### src/rtl/therm_stim_gen.sv
// rtl/therm_stim_gen.sv - thermometer-code stimulus generator for the flash-ADC encoder
// Produces direct, ramp or triangle thermometer patterns with optional single-bit bubble injection.
module therm_stim_gen #(
  parameter int N      = 4,
  parameter int W      = 2**N-1,
  parameter int HOLD_W = 8
) (
  input  logic              clk,
  input  logic              rst_n,
  input  logic [1:0]        mode,
  input  logic              start,
  input  logic [N-1:0]      in_code,
  input  logic              in_valid,
  output logic              in_ready,
  input  logic [HOLD_W-1:0] hold,
  input  logic              bubble_en,
  input  logic [N-1:0]      bubble_pos,
  output logic [W-1:0]      Y,
  output logic              y_valid,
  output logic [N-1:0]      exp_code,
  output logic              bubble_flag,
  output logic              busy,
  output logic              sweep_done
);

  localparam logic [N-1:0] CODE_MAX = N'(W);

  typedef enum logic [1:0] {S_IDLE, S_STEP, S_HOLD, S_DONE} state_t;
  typedef enum logic [1:0] {K_DIRECT, K_RAMP, K_TRI} kind_t;

  state_t              state_q;
  kind_t               kind_q;
  logic [N-1:0]        code_q, code_d, step_code;
  logic                falling_q, falling_d, last_step;
  logic [HOLD_W-1:0]   cnt_q, hold_q;
  logic [W-1:0]        y_q, mask;
  logic [N-1:0]        exp_q;
  logic                y_valid_q, bflag_q, busy_q, done_q, ready_q;

  function automatic logic [W-1:0] therm(input logic [N-1:0] k);
    return {W{1'b1}} << k;
  endfunction

  always_comb begin
    mask = '0;
    if (bubble_en && (bubble_pos < CODE_MAX))
      mask = W'(1) << bubble_pos;
  end

  // Next sweep point; the triangle turns around at the top code without repeating it.
  always_comb begin
    code_d    = code_q;
    falling_d = falling_q;
    last_step = 1'b0;
    if (kind_q == K_RAMP) begin
      last_step = (code_q == CODE_MAX);
      code_d    = code_q + 1'b1;
    end else if (!falling_q) begin
      if (code_q == CODE_MAX) begin
        falling_d = 1'b1;
        code_d    = code_q - 1'b1;
      end else begin
        code_d = code_q + 1'b1;
      end
    end else begin
      last_step = (code_q == '0);
      code_d    = code_q - 1'b1;
    end
    step_code = (state_q == S_STEP) ? code_q : code_d;
  end

  always_ff @(posedge clk or negedge rst_n) begin
    if (!rst_n) begin
      state_q   <= S_IDLE;
      kind_q    <= K_DIRECT;
      code_q    <= '0;
      falling_q <= 1'b0;
      cnt_q     <= '0;
      hold_q    <= '0;
      y_q       <= {W{1'b1}};
      exp_q     <= '0;
      y_valid_q <= 1'b0;
      bflag_q   <= 1'b0;
      busy_q    <= 1'b0;
      done_q    <= 1'b0;
      ready_q   <= 1'b0;
    end else begin
      case (state_q)
        S_IDLE: begin
          ready_q <= (mode == 2'd1);
          if (in_valid && ready_q) begin
            y_q       <= therm(in_code) ^ mask;
            exp_q     <= in_code;
            bflag_q   <= |mask;
            y_valid_q <= 1'b1;
            cnt_q     <= hold;
            kind_q    <= K_DIRECT;
            busy_q    <= 1'b1;
            ready_q   <= 1'b0;
            state_q   <= S_HOLD;
          end else if (start && mode[1]) begin
            code_q    <= '0;
            falling_q <= 1'b0;
            hold_q    <= hold;
            kind_q    <= (mode == 2'd3) ? K_TRI : K_RAMP;
            busy_q    <= 1'b1;
            ready_q   <= 1'b0;
            state_q   <= S_STEP;
          end
        end
        S_STEP: begin
          y_q       <= therm(step_code) ^ mask;
          exp_q     <= step_code;
          bflag_q   <= |mask;
          y_valid_q <= 1'b1;
          cnt_q     <= hold_q;
          state_q   <= S_HOLD;
        end
        S_HOLD: begin
          if (cnt_q != '0) begin
            cnt_q <= cnt_q - 1'b1;
          end else if (kind_q == K_DIRECT) begin
            y_valid_q <= 1'b0;
            busy_q    <= 1'b0;
            ready_q   <= (mode == 2'd1);
            state_q   <= S_IDLE;
          end else if (last_step) begin
            y_valid_q <= 1'b0;
            done_q    <= 1'b1;
            state_q   <= S_DONE;
          end else begin
            // Later steps load straight from HOLD so every code lasts exactly hold+1 cycles.
            code_q    <= code_d;
            falling_q <= falling_d;
            y_q       <= therm(step_code) ^ mask;
            exp_q     <= step_code;
            bflag_q   <= |mask;
            cnt_q     <= hold_q;
          end
        end
        S_DONE: begin
          done_q  <= 1'b0;
          busy_q  <= 1'b0;
          ready_q <= (mode == 2'd1);
          state_q <= S_IDLE;
        end
        default: state_q <= S_IDLE;
      endcase
    end
  end

  assign Y           = y_q;
  assign exp_code    = exp_q;
  assign y_valid     = y_valid_q;
  assign bubble_flag = bflag_q;
  assign busy        = busy_q;
  assign sweep_done  = done_q;
  assign in_ready    = ready_q;

endmodule

### config.mk
export PLATFORM = sky130hd
export DESIGN_NAME = therm_stim_gen
export DESIGN_NICKNAME = d
export VERILOG_FILES = /design/src/rtl/therm_stim_gen.sv
export SDC_FILE = /design/constraint.sdc
export NUM_CORES = 1
export LEC_CHECK = 0
export ABC_AREA = 1
export CAP_MARGIN = 15
export CORE_MARGIN = 10
export CORE_UTILIZATION = 30
export CTS_BUF_LIST = sky130_fd_sc_hd__clkbuf_4
export DETAILED_ROUTE_END_ITERATION = 8
export PLACE_DENSITY = 0.55
export RECOVER_POWER = 50
export SYNTH_ARGS = -nofsm -noshare
export SYNTH_HDL_FRONTEND = slang
export SYNTH_SLANG_ARGS = --single-unit
### constraint.sdc
create_clock -name clk -period 4.64 [get_ports clk]
set_input_delay 0.464 -clock clk [delete_from_list [all_inputs] [get_ports clk]]
set_output_delay 0.464 -clock clk [all_outputs]
set_load 0.01 [all_outputs]
==> run metrics, run 1 <==
Tcrit/Tclk final=~54%; top post-synthesis cells by area=dfrtp_1, nand2_1, dfstp_2; Setup-failing EPs final=0; CTS Root Cell=clkbuf_4; gr usage total=between 10% and 20%; sequential fraction of the synthesis area=just under 40%; DIE WIDTH=between 100 and 150 µm; FMAX=roughly 400 MHz; grt ovf=0; initial core utilization=30.9%; IO Count=47; standard-cell rows=37; clock buffer count from CTS=5; Post-CTS Resized=0; Max H-tree Level=2; WL final=between 8000 and 9000 µm; Area Overhead vs Synth=18.4%; Final ANT Viol Nets=0; EDFF count, synth=0; clock slew at reported path FFs=0.15 ns; TritonCTS clock tree=yes; clock latency on the worst-skew pair=0.37 ns; Buffers on Ports=46; Synth area leader=dfrtp_1; Final Hold Vio Count=0; Remaining DRCs=0; syn_nets=464; Die Y=123 µm; pin count of the biggest net entering global routing=50; Post-Syn Area=between 0.003 and 0.004 mm²; drt via density=between 4 and 5; CP Max Fanout=24; outcome=finished with violations; max_cap viols=1; Setup Skew=~0.024 ns; Via Count=between 2000 and 3000; Worst Tran Pin Value=approximately 2.6 ns; max_slew headroom=-75.3%; Yosys reg bits=49; DIE AREA=~0.015 mm²; failing checks=capacitance limit, slew limit; Final GP Congestion=roughly 0.93; WP data arrival=2.81 ns; RSZ-0062 raised after global routing=no; first-iteration detailed-routing DRC count=between 150 and 200; setup TNS=0 ns; Final Max Slew Viols=50; Max clock buf depth=2; HPWL reported at the end of detailed placement=between 6000 and 7000 µm; area post-placement=approximately 0.0037 mm²; drt first pass iters=4; share of flip-flops with an asynchronous set or reset=100%; VDD IR max=about 0.00021 V; WL per Instance=about 13 µm; number of global-route vias before repair=2878; Synth Instances=433; post-synth top area share=26.6%; initial antenna violation count=1; Power Density=758 mW/mm²; Final Cell Area=about 0.0038 mm²; CP Capture Type=flop; final worst path period need=approximately 2.5 ns; share of layout cells above drive strength 1=10.3%; CP Class=reg -> reg; Mean Syn Cell Area=7.39 µm²; top_reg_cell synth=dfrtp_1; Worst EP required=between 4 and 5 ns; buffer count from post-CTS setup fixing=0; static leakage=around 1.7 nW; Hold Path Class=reg -> reg; first-pass GRT wire length=roughly 14000 µm; YS warnings=0; Setup crit start kind=flop; clock sink count=between 40 and 50; CTS hold repair buffers=0; synth unique cells=39; Core Area=0.0104 mm²; Nets=about 500
[synth_stat cells, types with 6 or more instances]
cell type  instances
mux2_2             6
nand2_1          111
nor2_1            39
o211ai_1           9
nand4_1            7
nand3_1           44
dfstp_2           15
dfrtp_1           34
o21ai_1            6
a21oi_1           22
o21ai_0           27
inv_1             47
ha_1               8
[state kept, by name (all words and copies together) (netlist names)]
| register | cells |
|---|---|
| Y | 15 |
| cnt_q | 8 |
| hold_q | 8 |
| code_q | 4 |
| exp_code | 4 |
| kind_q | 2 |
| state_q | 2 |
| bubble_flag | 1 |
| busy | 1 |
| falling_q | 1 |
| in_ready | 1 |
| sweep_done | 1 |
| y_valid | 1 |
[critical path: stages (launching register included)]
cell and delay, ns:
dfrtp_1 0.40, inv_1 0.11, ha_1 0.23, nand4_1 0.18, nor2_1 0.16, nand2_1 0.26, nand2_2 0.20, nand2_2 0.08
nor2_4 0.34, inv_2 0.27, o21ai_0 0.22
[through the flow]
step	cells	setup WS (ns)	util (%)	total power, W	hold slack, ns
after floorplan	433	2.81	-	0.00225	0.168
final	611	2.11	36.5	0.00287	0.477
after global placement	602	2.23	36.0	0.00270	0.457
after global routing	611	1.53	36.5	0.00322	0.499
after CTS	610	2.07	36.5	0.00293	0.193
after detailed placement	602	2.12	36.0	0.00272	0.458
[kinds of logic (layout without fill, tap and decap cells)]
| kind of cell | Yosys count | in the layout | synth area share [%] |
|---|---|---|---|
| adders and majority gates | 8 | 8 | 3.13 |
| other | 0 | 1 | 0 |
| and+or+nand+nor | 220 | 220 | 30.8 |
| muxes | 6 | 6 | 2.11 |
| xor gates and xnor gates | 5 | 5 | 1.37 |
| AOI/OAI and AO/OA | 80 | 80 | 14.6 |
| DFF | 49 | 49 | 38.9 |
| buffers and inverters | 65 | 106 | 9.07 |
[routing by layer]
metal	GRT usage [%]	share of wire, %	vias up
met5	0	0	-
met4	3.49	1.2	0
met3	2.55	4.5	6
met2	18.1	47	36
met1	14.0	48	1329
li1	-	-	1500
[layout by cell type (no fill, tap or decap), types with 12 or more instances in the layout]
| cell | instances |
|---|---|
| nand2_1 | 111 |
| inv_1 | 47 |
| nand3_1 | 44 |
| nor2_1 | 39 |
| dfrtp_1 | 34 |
| clkdlybuf4s50_1 | 33 |
| o21ai_0 | 27 |
| a21oi_1 | 22 |
| dfstp_2 | 15 |
| dlygate4sd3_1 | 12 |
[area by class of cell]
class                      instances  area [µm²]
antenna                            1        2.50
clock buffer                       5        37.5
clock inverter                     3        17.5
fill                            1083        6580
inverter                          51         191
multi-input combinational        319        1660
sequential                        49        1240
tap                              136         170
timing repair buffer              47         459
[final timing paths]
path	start	end	slack, ns	depth (start not counted)
max reg2reg	cnt_q[0]	Y[7]	2.11	10
min reg2reg	Y[4]	Y[4]	0.48	2
min	Y[4]	Y[4]	0.48	2
max in group asynchronous	rst_n	exp_code[0]	2.15	2
max	cnt_q[0]	Y[7]	2.11	10
min in group asynchronous	rst_n	kind_q[0]	1.00	2
[where the power goes]
| part | leakage (nW) | total, W | switching [W] | internal, W |
|---|---|---|---|---|
| Clock | 0.0326 | 0.000198 | 0.000140 | 0.0000578 |
| Combinational | 1.07 | 0.00186 | 0.00117 | 0.000692 |
| Sequential | 0.581 | 0.000813 | 0.000129 | 0.000684 |
(Power assumes the default switching activity.)
==> inputs of run 2 (changes only) <==
Clock period 4.64 ns to 2.6 ns, I/O delays scaled along.
==> run metrics, run 2 (synthesis gave the netlist of run 1 again) <==
static leakage=about 1.7 nW; Worst Tran Pin Value=between 2 and 2.5 ns; Core Area=around 0.010 mm²; Nets=508; first-pass GRT wire length=~14000 µm; Worst path top cell family by delay=simple AND/OR/NAND/NOR gates; Power Density=roughly 1400 mW/mm²; CTS Root Cell=clkbuf_4; most frequent cells in the layout=nand2_1, inv_1, nand3_1; WL per Instance=~14 µm; WP data arrival=2.59 ns; drt first pass iters=4; most common cell after layout, fill and taps aside=nand2_1; fin worst setup slack=0.333 ns; post-route core utilization=roughly 37%; failing checks=capacitance limit, slew limit; Setup Skew=approximately 0.020 ns; Setup-failing EPs final=0; CTS hold repair buffers=0; cell depth of the worst setup path=12; final worst path period need=~2.3 ns; FMAX=about 440 MHz; Max H-tree Level=2; grt ovf=0; setup TNS=0 ns; clock slew at reported path FFs=around 0.15 ns; number of global-route vias before repair=2868; clock sink count=49; HPWL reported at the end of detailed placement=6410 µm; Area Overhead vs Synth=20.0%; WL final=between 8000 and 9000 µm; CP Buf/Inv Count=2; Via Count=2954; Hold Path Class=in -> reg; Setup crit start kind=flop; IO Count=47; Buffers on Ports=46; Final Hold Vio Count=0; Tot Pwr=approximately 0.0053 W; CP Cell Sequence=inv_1, ha_1, inv_1, a21oi_1, nand2_1, nand2_1, nand2_1, nor2_1, nand2_1, nand2_1, nand3_1, nand2_1; TritonCTS clock tree=yes; Die Y=123 µm; VDD IR max=roughly 0.0005 V; Multi-input gate area=around 0.0017 mm²; number of flip-flops in the largest register=15; Worst EP required=between 2 and 3 ns; CP Class=reg -> reg; Sequential Area=between 0.001 and 0.0015 mm²; Crit path top cell by count=nand2_1; Hold Path Depth=3; CP Max Fanout=15; max_slew headroom=-53.8%; drt via density=4.80; clock buffer count from CTS=5; # fillers=approximately 1100; pin count of the biggest net entering global routing=43; DIE AREA=roughly 0.015 mm²; Crit-path slowest cell=ha_1; DIE WIDTH=123 µm; reg2reg setup slack=0.33 ns; Final Max Slew Viols=43; pre-CTS setup slack=0.298 ns; CP Capture Type=flop; Final GP Congestion=0.852; share of layout cells above drive strength 1=10.9%; Remaining DRCs=0; standard-cell rows=37; RSZ-0062 raised after global routing=no; gr usage total=approximately 11%; max_cap viols=1; Critical Path Max Stage Delay=around 0.47 ns; first-iteration detailed-routing DRC count=just under 200; initial antenna violation count=1; FF-to-FF path depth=12; Tcrit/Tclk final=approximately 87%; clock latency on the worst-skew pair=around 0.37 ns; Final ANT Viol Nets=0; outcome=finished with violations; Max clock buf depth=2; initial core utilization=around 30%
[run 2: cell types whose count changed in the layout (fill, tap and decap cells not counted)]
cell        before  now
buf_4            0    4
buf_2            1    0
bufinv_16        0    1
clkbuf_1         1    2
clkinv_2         1    0
clkinv_4         1    0
clkinvlp_4       0    1
o21ai_0         27   26
o21ai_1          6    7
[run 2: area by class of cell]
class / instances / share of cell area [%]
Clock buffer: 5 / 0.978
Multi-Input combinational cell: 319 / 43.3
Sequential cell: 49 / 32.4
Inverter: 51 / 4.99
Antenna cell: 1 / 0.0652
Timing Repair Buffer: 51 / 12.7
Tap cell: 136 / 4.43
Clock inverter: 3 / 1.08
[run 2: report_power, final]
group / switching (W) / total, W / internal [W]
Combinational: 0.00210 / 0.00337 / 0.00127
Sequential: 0.000230 / 0.00145 / 0.00122
Clock: 0.000255 / 0.000454 / 0.000199
Total: 0.00259 / 0.00528 / 0.00269
[run 2: repair_timing]
item / 4_1_cts / 5_1_grt
setup buffers: 0 / 0
hold endpoints to repair: 0 / 0
resized for setup: 0 / 1
setup endpoints to repair: 0 / 1
[run 2: final timing paths]
path                             from        end
setup / recovery           state_q[1]       Y[0]
hold / removal                hold[1]  hold_q[1]
setup reg to reg           state_q[1]       Y[0]
hold reg to reg                  Y[8]       Y[8]
max in group asynchronous       rst_n       Y[1]
min in group asynchronous       rst_n  hold_q[2]
[run 2: worst min-delay path, cell delays in order]
cell and delay [ns]:
clkdlybuf4s50_1 0.43, inv_1 0.05, o21ai_0 0.07
[run 2: per-stage QoR]
stage	area (µm²)	std cells	hold slack (ns)
after CTS	3840	614	0.0574
after detailed placement	3760	606	0.456
after global placement	3760	606	0.456
after floorplan	3200	433	-0.0356
after global routing	3840	615	0.453
final	3840	615	0.463
[run 2: per-layer routing]
metal	track usage [%]	share of wire, %	vias to the layer above
li1	-	-	1515
met1	15.2	49	1386
met2	17.9	46	44
met3	2.51	4.4	9
met4	3.42	1.2	0
met5	0	0	-
